## config.mk

```make
export PLATFORM = sky130hd
export DESIGN_NAME = mc_controller_flat
export DESIGN_NICKNAME = d
export VERILOG_FILES = /design/src/rtl/mc_if.sv /design/src/rtl/mc_controller.sv /design/src/flat_wrapper.sv
export SDC_FILE = /design/constraint.sdc
export NUM_CORES = 1
export LEC_CHECK = 0
export BUFFER_PORTS_ARGS = -buffer_cell sky130_fd_sc_hd__buf_2
export CELL_PAD_IN_SITES_DETAIL_PLACEMENT = 0
export CELL_PAD_IN_SITES_GLOBAL_PLACEMENT = 1
export CORE_AREA = 2 2 49 51
export DETAILED_ROUTE_END_ITERATION = 10
export DIE_AREA = 0 0 51 53
export GPL_ROUTABILITY_DRIVEN = 0
export PLACE_DENSITY = 0.74
export SETUP_SLACK_MARGIN = 0.5
export SLEW_MARGIN = 10
export SYNTH_ARGS = -nofsm -noshare
export SYNTH_HDL_FRONTEND = slang
export SYNTH_SLANG_ARGS = --single-unit
```

## constraint.sdc

```tcl
create_clock -name clk -period 1.9 [get_ports clk]
set_input_delay 0 -clock clk [delete_from_list [all_inputs] [get_ports clk]]
set_output_delay 0 -clock clk [all_outputs]
set_load 0.03 [all_outputs]
```

## src/rtl/mc_if.sv

```systemverilog
// Control bus between the multicycle MIPS controller and its datapath.
// The controller drives the datapath controls; the datapath returns opcode fields and the ALU zero flag.
interface mc_if;
    logic [5:0] op;
    logic [5:0] funct;
    logic       zero;
    logic       pcen;
    logic       iord;
    logic       memwrite;
    logic       irwrite;
    logic       regdst;
    logic       memtoreg;
    logic       regwrite;
    logic       alusrca;
    logic [1:0] alusrcb;
    logic [1:0] pcsrc;
    logic [2:0] alucontrol;
    logic       illegal_op;
    logic [3:0] state;

    modport master (
        input  op, funct, zero,
        output pcen, iord, memwrite, irwrite, regdst, memtoreg, regwrite,
               alusrca, alusrcb, pcsrc, alucontrol, illegal_op, state
    );

    modport slave (
        output op, funct, zero,
        input  pcen, iord, memwrite, irwrite, regdst, memtoreg, regwrite,
               alusrca, alusrcb, pcsrc, alucontrol, illegal_op, state
    );
endinterface

```

## src/rtl/mc_controller.sv

```systemverilog
// Multicycle MIPS control unit: Moore FSM sequencing a shared-memory datapath,
// plus ALU decode for R-type instructions (lw, sw, R, beq, bne, addi, j).
module mc_controller #(
    parameter bit BNE_EN = 1'b1
) (
    input  logic clk,
    input  logic reset,
    mc_if.master bus
);

    typedef enum logic [3:0] {
        S_FETCH   = 4'd0,
        S_DECODE  = 4'd1,
        S_MEMADR  = 4'd2,
        S_MEMRD   = 4'd3,
        S_MEMWB   = 4'd4,
        S_MEMWR   = 4'd5,
        S_EXECUTE = 4'd6,
        S_ALUWB   = 4'd7,
        S_BRANCH  = 4'd8,
        S_ADDIEX  = 4'd9,
        S_ADDIWB  = 4'd10,
        S_JUMP    = 4'd11
    } state_t;

    localparam logic [5:0] OP_RTYPE = 6'b000000;
    localparam logic [5:0] OP_LW    = 6'b100011;
    localparam logic [5:0] OP_SW    = 6'b101011;
    localparam logic [5:0] OP_BEQ   = 6'b000100;
    localparam logic [5:0] OP_BNE   = 6'b000101;
    localparam logic [5:0] OP_ADDI  = 6'b001000;
    localparam logic [5:0] OP_J     = 6'b000010;

    localparam logic [2:0] ALU_ADD = 3'b010;
    localparam logic [2:0] ALU_SUB = 3'b110;

    function automatic logic funct_legal(input logic [5:0] f);
        logic ok;
        case (f)
            6'b100000, 6'b100010, 6'b100100, 6'b100101, 6'b101010: ok = 1'b1;
            default:                                             ok = 1'b0;
        endcase
        return ok;
    endfunction

    function automatic logic [2:0] alu_decode(input logic [5:0] f);
        logic [2:0] a;
        case (f)
            6'b100000: a = 3'b010;
            6'b100010: a = 3'b110;
            6'b100100: a = 3'b000;
            6'b100101: a = 3'b001;
            6'b101010: a = 3'b111;
            default:   a = ALU_ADD;
        endcase
        return a;
    endfunction

    state_t     state_r;
    state_t     next_s;
    logic       pcen_s;
    logic       iord_s;
    logic       memwrite_s;
    logic       irwrite_s;
    logic       regdst_s;
    logic       memtoreg_s;
    logic       regwrite_s;
    logic       alusrca_s;
    logic [1:0] alusrcb_s;
    logic [1:0] pcsrc_s;
    logic [2:0] alucontrol_s;
    logic       illegal_s;

    // State register; reset abandons any in-flight instruction.
    always_ff @(posedge clk or posedge reset) begin
        if (reset) begin
            state_r <= S_FETCH;
        end else begin
            state_r <= next_s;
        end
    end

    // Next-state and per-state control decode.
    always_comb begin
        next_s       = S_FETCH;
        pcen_s       = 1'b0;
        iord_s       = 1'b0;
        memwrite_s   = 1'b0;
        irwrite_s    = 1'b0;
        regdst_s     = 1'b0;
        memtoreg_s   = 1'b0;
        regwrite_s   = 1'b0;
        alusrca_s    = 1'b0;
        alusrcb_s    = 2'b00;
        pcsrc_s      = 2'b00;
        alucontrol_s = ALU_ADD;
        illegal_s    = 1'b0;
        case (state_r)
            S_FETCH: begin
                alusrcb_s = 2'b01;
                irwrite_s = 1'b1;
                pcen_s    = 1'b1;
                next_s    = S_DECODE;
            end
            S_DECODE: begin
                // Branch target is precomputed here into ALUOut.
                alusrcb_s = 2'b11;
                case (bus.op)
                    OP_LW, OP_SW: next_s = S_MEMADR;
                    OP_RTYPE: begin
                        if (funct_legal(bus.funct)) begin
                            next_s = S_EXECUTE;
                        end else begin
                            illegal_s = 1'b1;
                        end
                    end
                    OP_BEQ:  next_s = S_BRANCH;
                    OP_BNE: begin
                        if (BNE_EN) begin
                            next_s = S_BRANCH;
                        end else begin
                            illegal_s = 1'b1;
                        end
                    end
                    OP_ADDI: next_s = S_ADDIEX;
                    OP_J:    next_s = S_JUMP;
                    default: illegal_s = 1'b1;
                endcase
            end
            S_MEMADR: begin
                alusrca_s = 1'b1;
                alusrcb_s = 2'b10;
                if (bus.op == OP_LW) begin
                    next_s = S_MEMRD;
                end else if (bus.op == OP_SW) begin
                    next_s = S_MEMWR;
                end else begin
                    next_s = S_FETCH;
                end
            end
            S_MEMRD: begin
                iord_s = 1'b1;
                next_s = S_MEMWB;
            end
            S_MEMWB: begin
                memtoreg_s = 1'b1;
                regwrite_s = 1'b1;
            end
            S_MEMWR: begin
                iord_s     = 1'b1;
                memwrite_s = 1'b1;
            end
            S_EXECUTE: begin
                alusrca_s    = 1'b1;
                alucontrol_s = alu_decode(bus.funct);
                next_s       = S_ALUWB;
            end
            S_ALUWB: begin
                regdst_s   = 1'b1;
                regwrite_s = 1'b1;
            end
            S_BRANCH: begin
                alusrca_s    = 1'b1;
                alucontrol_s = ALU_SUB;
                pcsrc_s      = 2'b01;
                if (bus.op == OP_BEQ) begin
                    pcen_s = bus.zero;
                end else if (BNE_EN && (bus.op == OP_BNE)) begin
                    pcen_s = ~bus.zero;
                end else begin
                    pcen_s = 1'b0;
                end
            end
            S_ADDIEX: begin
                alusrca_s = 1'b1;
                alusrcb_s = 2'b10;
                next_s    = S_ADDIWB;
            end
            S_ADDIWB: begin
                regwrite_s = 1'b1;
            end
            S_JUMP: begin
                pcsrc_s = 2'b10;
                pcen_s  = 1'b1;
            end
            default: next_s = S_FETCH;
        endcase
    end

    // Enables are held off for the whole reset pulse, not just until the state register clears.
    assign bus.pcen       = pcen_s & ~reset;
    assign bus.irwrite    = irwrite_s & ~reset;
    assign bus.memwrite   = memwrite_s & ~reset;
    assign bus.regwrite   = regwrite_s & ~reset;
    assign bus.illegal_op = illegal_s & ~reset;
    assign bus.iord       = iord_s;
    assign bus.regdst     = regdst_s;
    assign bus.memtoreg   = memtoreg_s;
    assign bus.alusrca    = alusrca_s;
    assign bus.alusrcb    = alusrcb_s;
    assign bus.pcsrc      = pcsrc_s;
    assign bus.alucontrol = alucontrol_s;
    assign bus.state      = state_r;

endmodule

```

## src/flat_wrapper.sv

```systemverilog
// flat-port wrapper written by rule: the top's interface ports become plain ports
module mc_controller_flat 
#(
    parameter bit BNE_EN = 1'b1
)
  (clk, reset, bus_op, bus_funct, bus_zero, bus_pcen, bus_iord, bus_memwrite, bus_irwrite, bus_regdst, bus_memtoreg, bus_regwrite, bus_alusrca, bus_alusrcb, bus_pcsrc, bus_alucontrol, bus_illegal_op, bus_state);
  mc_if bus_i ();
  input  logic clk;
  input  logic reset;
  input wire logic [$bits(bus_i.op)-1:0] bus_op;
  input wire logic [$bits(bus_i.funct)-1:0] bus_funct;
  input wire logic [$bits(bus_i.zero)-1:0] bus_zero;
  output wire logic [$bits(bus_i.pcen)-1:0] bus_pcen;
  output wire logic [$bits(bus_i.iord)-1:0] bus_iord;
  output wire logic [$bits(bus_i.memwrite)-1:0] bus_memwrite;
  output wire logic [$bits(bus_i.irwrite)-1:0] bus_irwrite;
  output wire logic [$bits(bus_i.regdst)-1:0] bus_regdst;
  output wire logic [$bits(bus_i.memtoreg)-1:0] bus_memtoreg;
  output wire logic [$bits(bus_i.regwrite)-1:0] bus_regwrite;
  output wire logic [$bits(bus_i.alusrca)-1:0] bus_alusrca;
  output wire logic [$bits(bus_i.alusrcb)-1:0] bus_alusrcb;
  output wire logic [$bits(bus_i.pcsrc)-1:0] bus_pcsrc;
  output wire logic [$bits(bus_i.alucontrol)-1:0] bus_alucontrol;
  output wire logic [$bits(bus_i.illegal_op)-1:0] bus_illegal_op;
  output wire logic [$bits(bus_i.state)-1:0] bus_state;
  assign bus_i.op = bus_op;
  assign bus_i.funct = bus_funct;
  assign bus_i.zero = bus_zero;
  assign bus_pcen = bus_i.pcen;
  assign bus_iord = bus_i.iord;
  assign bus_memwrite = bus_i.memwrite;
  assign bus_irwrite = bus_i.irwrite;
  assign bus_regdst = bus_i.regdst;
  assign bus_memtoreg = bus_i.memtoreg;
  assign bus_regwrite = bus_i.regwrite;
  assign bus_alusrca = bus_i.alusrca;
  assign bus_alusrcb = bus_i.alusrcb;
  assign bus_pcsrc = bus_i.pcsrc;
  assign bus_alucontrol = bus_i.alucontrol;
  assign bus_illegal_op = bus_i.illegal_op;
  assign bus_state = bus_i.state;
  mc_controller #(.BNE_EN(BNE_EN)) u_core (.clk(clk), .reset(reset), .bus(bus_i));
endmodule
```

Word-level counts from Yosys, hierarchy flattened
Cells that the tools add are included.
Operators by class
  equality and inequality tests: 22
  mux-type cells: 25
  bitwise logic cells: 7
  reduce and logical (&&, ||, !) cells: 11
Operator list (count)
  6-bit == test, second input constant: 7
  4-bit case mux with 6 select lines: 1
  4-bit case mux with 5 select lines: 1
  4-bit by 3-bit == test with 1-bit output, second input constant: 4
  4-bit == test, second input constant: 4
  1-bit 2-to-1 mux: 14
  6-bit by 3-bit == test with 1-bit output, second input constant: 2
  3-bit case mux with 4 select lines: 1
  2-bit OR reduction: 5
  4-bit by 2-bit == test with 1-bit output, second input constant: 2
  6-bit by 2-bit == test with 1-bit output, second input constant: 1
  6-bit by 4-bit == test with 1-bit output, second input constant: 1
  6-bit logical NOT: 1
  3-bit 2-to-1 mux: 2
  2-bit case mux with 3 select lines: 1
  3-bit case mux with 2 select lines: 1
  6-bit OR reduction: 1
  1-bit bitwise AND: 5
  5-bit OR reduction: 1
  4-bit by 1-bit == test with 1-bit output, second input constant: 1
  4-bit logical NOT: 1
  4-bit 2-to-1 mux: 1
  1-bit case mux with 2 select lines: 2
  2-bit case mux with 2 select lines: 1
  other kinds (3): 4
Storage, ports and cells
  flip-flop bits (word level): 4
  output and inout port bits: 20
  word-level logic and storage cells: 66

Longest topological paths before layout
  depth after elaboration: 9
  depth in mapped cells: 5
  gate-level depth less buffers: 4

Worst setup path before layout
OpenSTA, ideal clock, no wires.
  path kind: reg-to-output
  start: reg u_core.state_r[2], in the netlist u_core.bus.state[2]
  end: out bus_pcen
  data arrival time: 2279 ps
  path slack: -379 ps
  cell stages (with the launch flop): 5
  buffers on the path: 1
  cells stage by stage: dfrtp_1 > clkbuf_1 > nor2_1 > nor4b_1 > a21o_1
Between the ends
  cells in the longest elaborated chain, start to end: 4
  elaborated cells on any way between the ends: 6
  classes of those cells: eq/ne (2); mux (1); bitwise (1); reduce/logical (2)
RTL lines
  start: declaration: line mc_controller.sv:59  | state_t state_r;
  start signal: assignment: line mc_controller.sv:79  | state_r <= next_s;
  4-bit == test or 4-bit logical NOT (tied branches): line mc_controller.sv:98  | case (state_r)
  2-bit OR reduction (no line)
  1-bit case mux with 2 select lines *: line mc_controller.sv:98
  1-bit bitwise AND *: line mc_controller.sv:191  | assign bus.pcen = pcen_s & ~reset;
  end: declaration: line flat_wrapper.sv:13  | output wire logic [$bits(bus_i.pcen)-1:0] bus_pcen;
Every way passes the cells marked *; elsewhere a longest branch is shown, timed or not.

Worst setup path after layout
Ends and elaborated chain as after synthesis.

==> flow_summary.toml <==
[run_status]
status = "completed"

[routing]
drt_first_iter_violations = 16
drc = 0
wl_mm = 2.39
via_per_inst = 5.10
dr.pass1.iters = 4
wl_per_cell_um = 15.2
via_count = 801
postRouteAntennaNets = 0

[timing]
worst_slew_pin_slew_ns = 0.528
fin_crit_ns = 1.64
rsz0062_at_grt = "yes"
period_share_pct = 86.4
skew_ns = 0.00934
fmax_ghz = 0.610
report.final.slew_viol_count = 0
setup-tns-final_ns = 0
slew-limit-headroom_pct = 64.5
hold_violations = 0
setup_violations = 0

[global_routing]
grt_antenna_before_repair = 0
grt_use_total_pct = 18.4
grt_pass1_wl_mm = 3.69
grt-ovfl-total = 0
grt_max_degree = 12
grt_pass1_vias = 835

[pwr]
totalPowerFinal_mw = 1.09
max-vdd-ir-drop_v = 0.000711
power_density_mw_per_mm2 = 834
power_leakage_nw = 0.583

[worst_setup_path]
crit_path_cell_trace = "nand2b_4, or3_4, o32ai_2, a21o_2, buf_6"
arrival_ns = 1.64
cpLargestDelayFamily = "simple AND/OR/NAND/NOR gates"
slowest_stage = "dfrtp_2"
startpoint_type = "register"
critPathMaxStageDelay_ns = 0.39
end_kind = "output port"
crit_fanout = 2
required_ns = 1.90
path_class = "register to output port"
path_buf_inv = 1

[floorplanning]
dieArea_sq_mm = 0.00270
initial_utilization_pct = 25.8
design.core.area_sq_mm = 0.00215
std_cell_rows = 17
io_pins = 35
die_h_um = 53
die_x_um = 51

[clocking]
numClockSinks = 4
cts_made_buffers = 3
clockBufferDepth = 2
clk_latency_ns = 0.25
clk_pin_slew_ns = 0.04
root_buffer = "clkbuf_4"
cts.htree.levels = 1
cts_tree = "built"

[placed_design]
io_buffers = 34
place_hpwl_mm = 1.45
dpl_cell_area_sq_um = 882

[cells_and_area]
mostFrequentLayoutCells = "buf_6, buf_2, buf_4"
drive_above_1_share_pct = 76.7
antennaDiodeCount = 0
syn2layout_area_growth_pct = 137
largest_reg_flops = 4
final_common_cell = "buf_6"
finalNetCount = 146
fin_area_sq_mm = 0.00131

[min_path]
hold_path_class = "input pin to register"

[logic_synthesis]
ys_seq_elements = 4
syn_nets = 87
ys_seq_area_share_pct = 18.1
yosys.cell_types.count = 36
synth_warnings = 0
syn_avg_cell_area_sq_um = 7.70
synth_area_sq_um = 554
netlist_instances = 72

[flow_run]
cap_viol_max_count = 0
==> synthesized netlist by cell type <==
cell type / instances / area share (%)
inv_1: 6 / 4.1
nor2_1: 6 / 4.1
a21oi_1: 5 / 4.5
nand2b_1: 5 / 5.6
dfrtp_1: 4 / 18
nand2_1: 3 / 2.0
nor3_1: 3 / 2.7
nor3b_1: 3 / 4.1
o21ai_0: 3 / 2.7
xnor2_1: 3 / 4.7
buf_2: 2 / 1.8
clkbuf_1: 2 / 1.4
nor2b_1: 2 / 2.3
nor4_1: 2 / 2.3
nor4b_1: 2 / 3.2
a2111oi_0: 1 / 1.6
a2111oi_2: 1 / 2.7
a211oi_1: 1 / 1.4
a21boi_0: 1 / 1.4
a21o_1: 1 / 1.4
mux2_2: 1 / 2.0
mux2i_1: 1 / 1.8
nand3_1: 1 / 0.90
nor4_4: 1 / 3.8
nor4bb_1: 1 / 1.8
o211a_1: 1 / 1.8
o21a_1: 1 / 1.4
o21bai_1: 1 / 1.4
o311ai_0: 1 / 1.6
o32ai_1: 1 / 1.6
o41ai_1: 1 / 1.6
or3_1: 1 / 1.1
or3_2: 1 / 1.4
or3b_2: 1 / 1.6
or4_4: 1 / 2.0
or4b_4: 1 / 2.5
==> layout make-up <==
cell class              instances  area [sq um]
flip-flops and latches          4           104
clock buffers                   3          22.5
inverters                       6          22.5
multi-input cells              58           634
fillers                       174           837
repair buffers                 58           493
well taps                      28          35.0
==> worst min-delay path, stage by stage <==
cell	delay, ns
buf_2	0.14
inv_1	0.05
a21oi_1	0.05
o21ai_0	0.16
==> metal layers <==
metal | global-route usage (%) | wire length [um] | vias to the layer above
met5 | 0 | 0 | -
li1 | - | - | 389
met1 | 20.4 | 929 | 383
met4 | 6.31 | 38 | 0
met2 | 35.3 | 1340 | 25
met3 | 2.54 | 79 | 4
==> metrics by stage <==
| step | hold WS (ns) | util (%) | cells | worst slack, ns |
|---|---|---|---|---|
| global route | 0.227 | 61.0 | 157 | 0.217 |
| CTS | 0.231 | 54.6 | 153 | 0.209 |
| finish | 0.212 | 61.0 | 157 | 0.259 |
| floorplan | -0.218 | - | 72 | 0.252 |
| global placement | -0.0175 | 41.1 | 135 | 0.258 |
| detailed placement | -0.0172 | 41.1 | 135 | 0.238 |
==> power by group <==
group	leakage [nW]	switching [mW]	internal, mW
clock	0.0138	0.0401	0.0710
combinational	0.520	0.454	0.386
sequential	0.0490	0.0357	0.107
total	0.583	0.530	0.565
==> logic make-up (layout without fill, tap and decap cells) <==
family                 Yosys count  in the layout  share of synthesized area [%]
AO/OA/AOI/OAI                   19             19                           24.8
XOR/XNOR                         3              3                           4.74
buffers and inverters           10             67                           7.22
flip-flops                       4              4                           18.1
multiplexers                     2              2                           3.84
AND/OR/NAND/NOR                 34             34                           41.3
==> worst paths after layout <==
path	from	to	slack, ns	cells past startpoint
setup / recovery	u_core.bus.state[2]	bus_pcen	0.26	5
hold / removal	bus_op[3]	u_core.bus.state[1]	0.21	4
setup reg to reg	u_core.bus.state[0]	u_core.bus.state[0]	0.58	3
hold reg to reg	u_core.bus.state[1]	u_core.bus.state[0]	0.75	3
max in group asynchronous	reset	u_core.bus.state[3]	1.35	3
min in group asynchronous	reset	u_core.bus.state[0]	0.34	3
==> timing repair <==
item | 4_1_cts | 5_1_grt
cloned | 0 | 0
hold buffers | 1 | 0
gates resized for setup | 44 | 32
pin swaps | 10 | 14
setup buffers | 14 | 4
hold endpoints to repair | 4 | 0
endpoints found under the setup margin | 14 | 18
No activity file was read; power rests on OpenSTA's default activity.
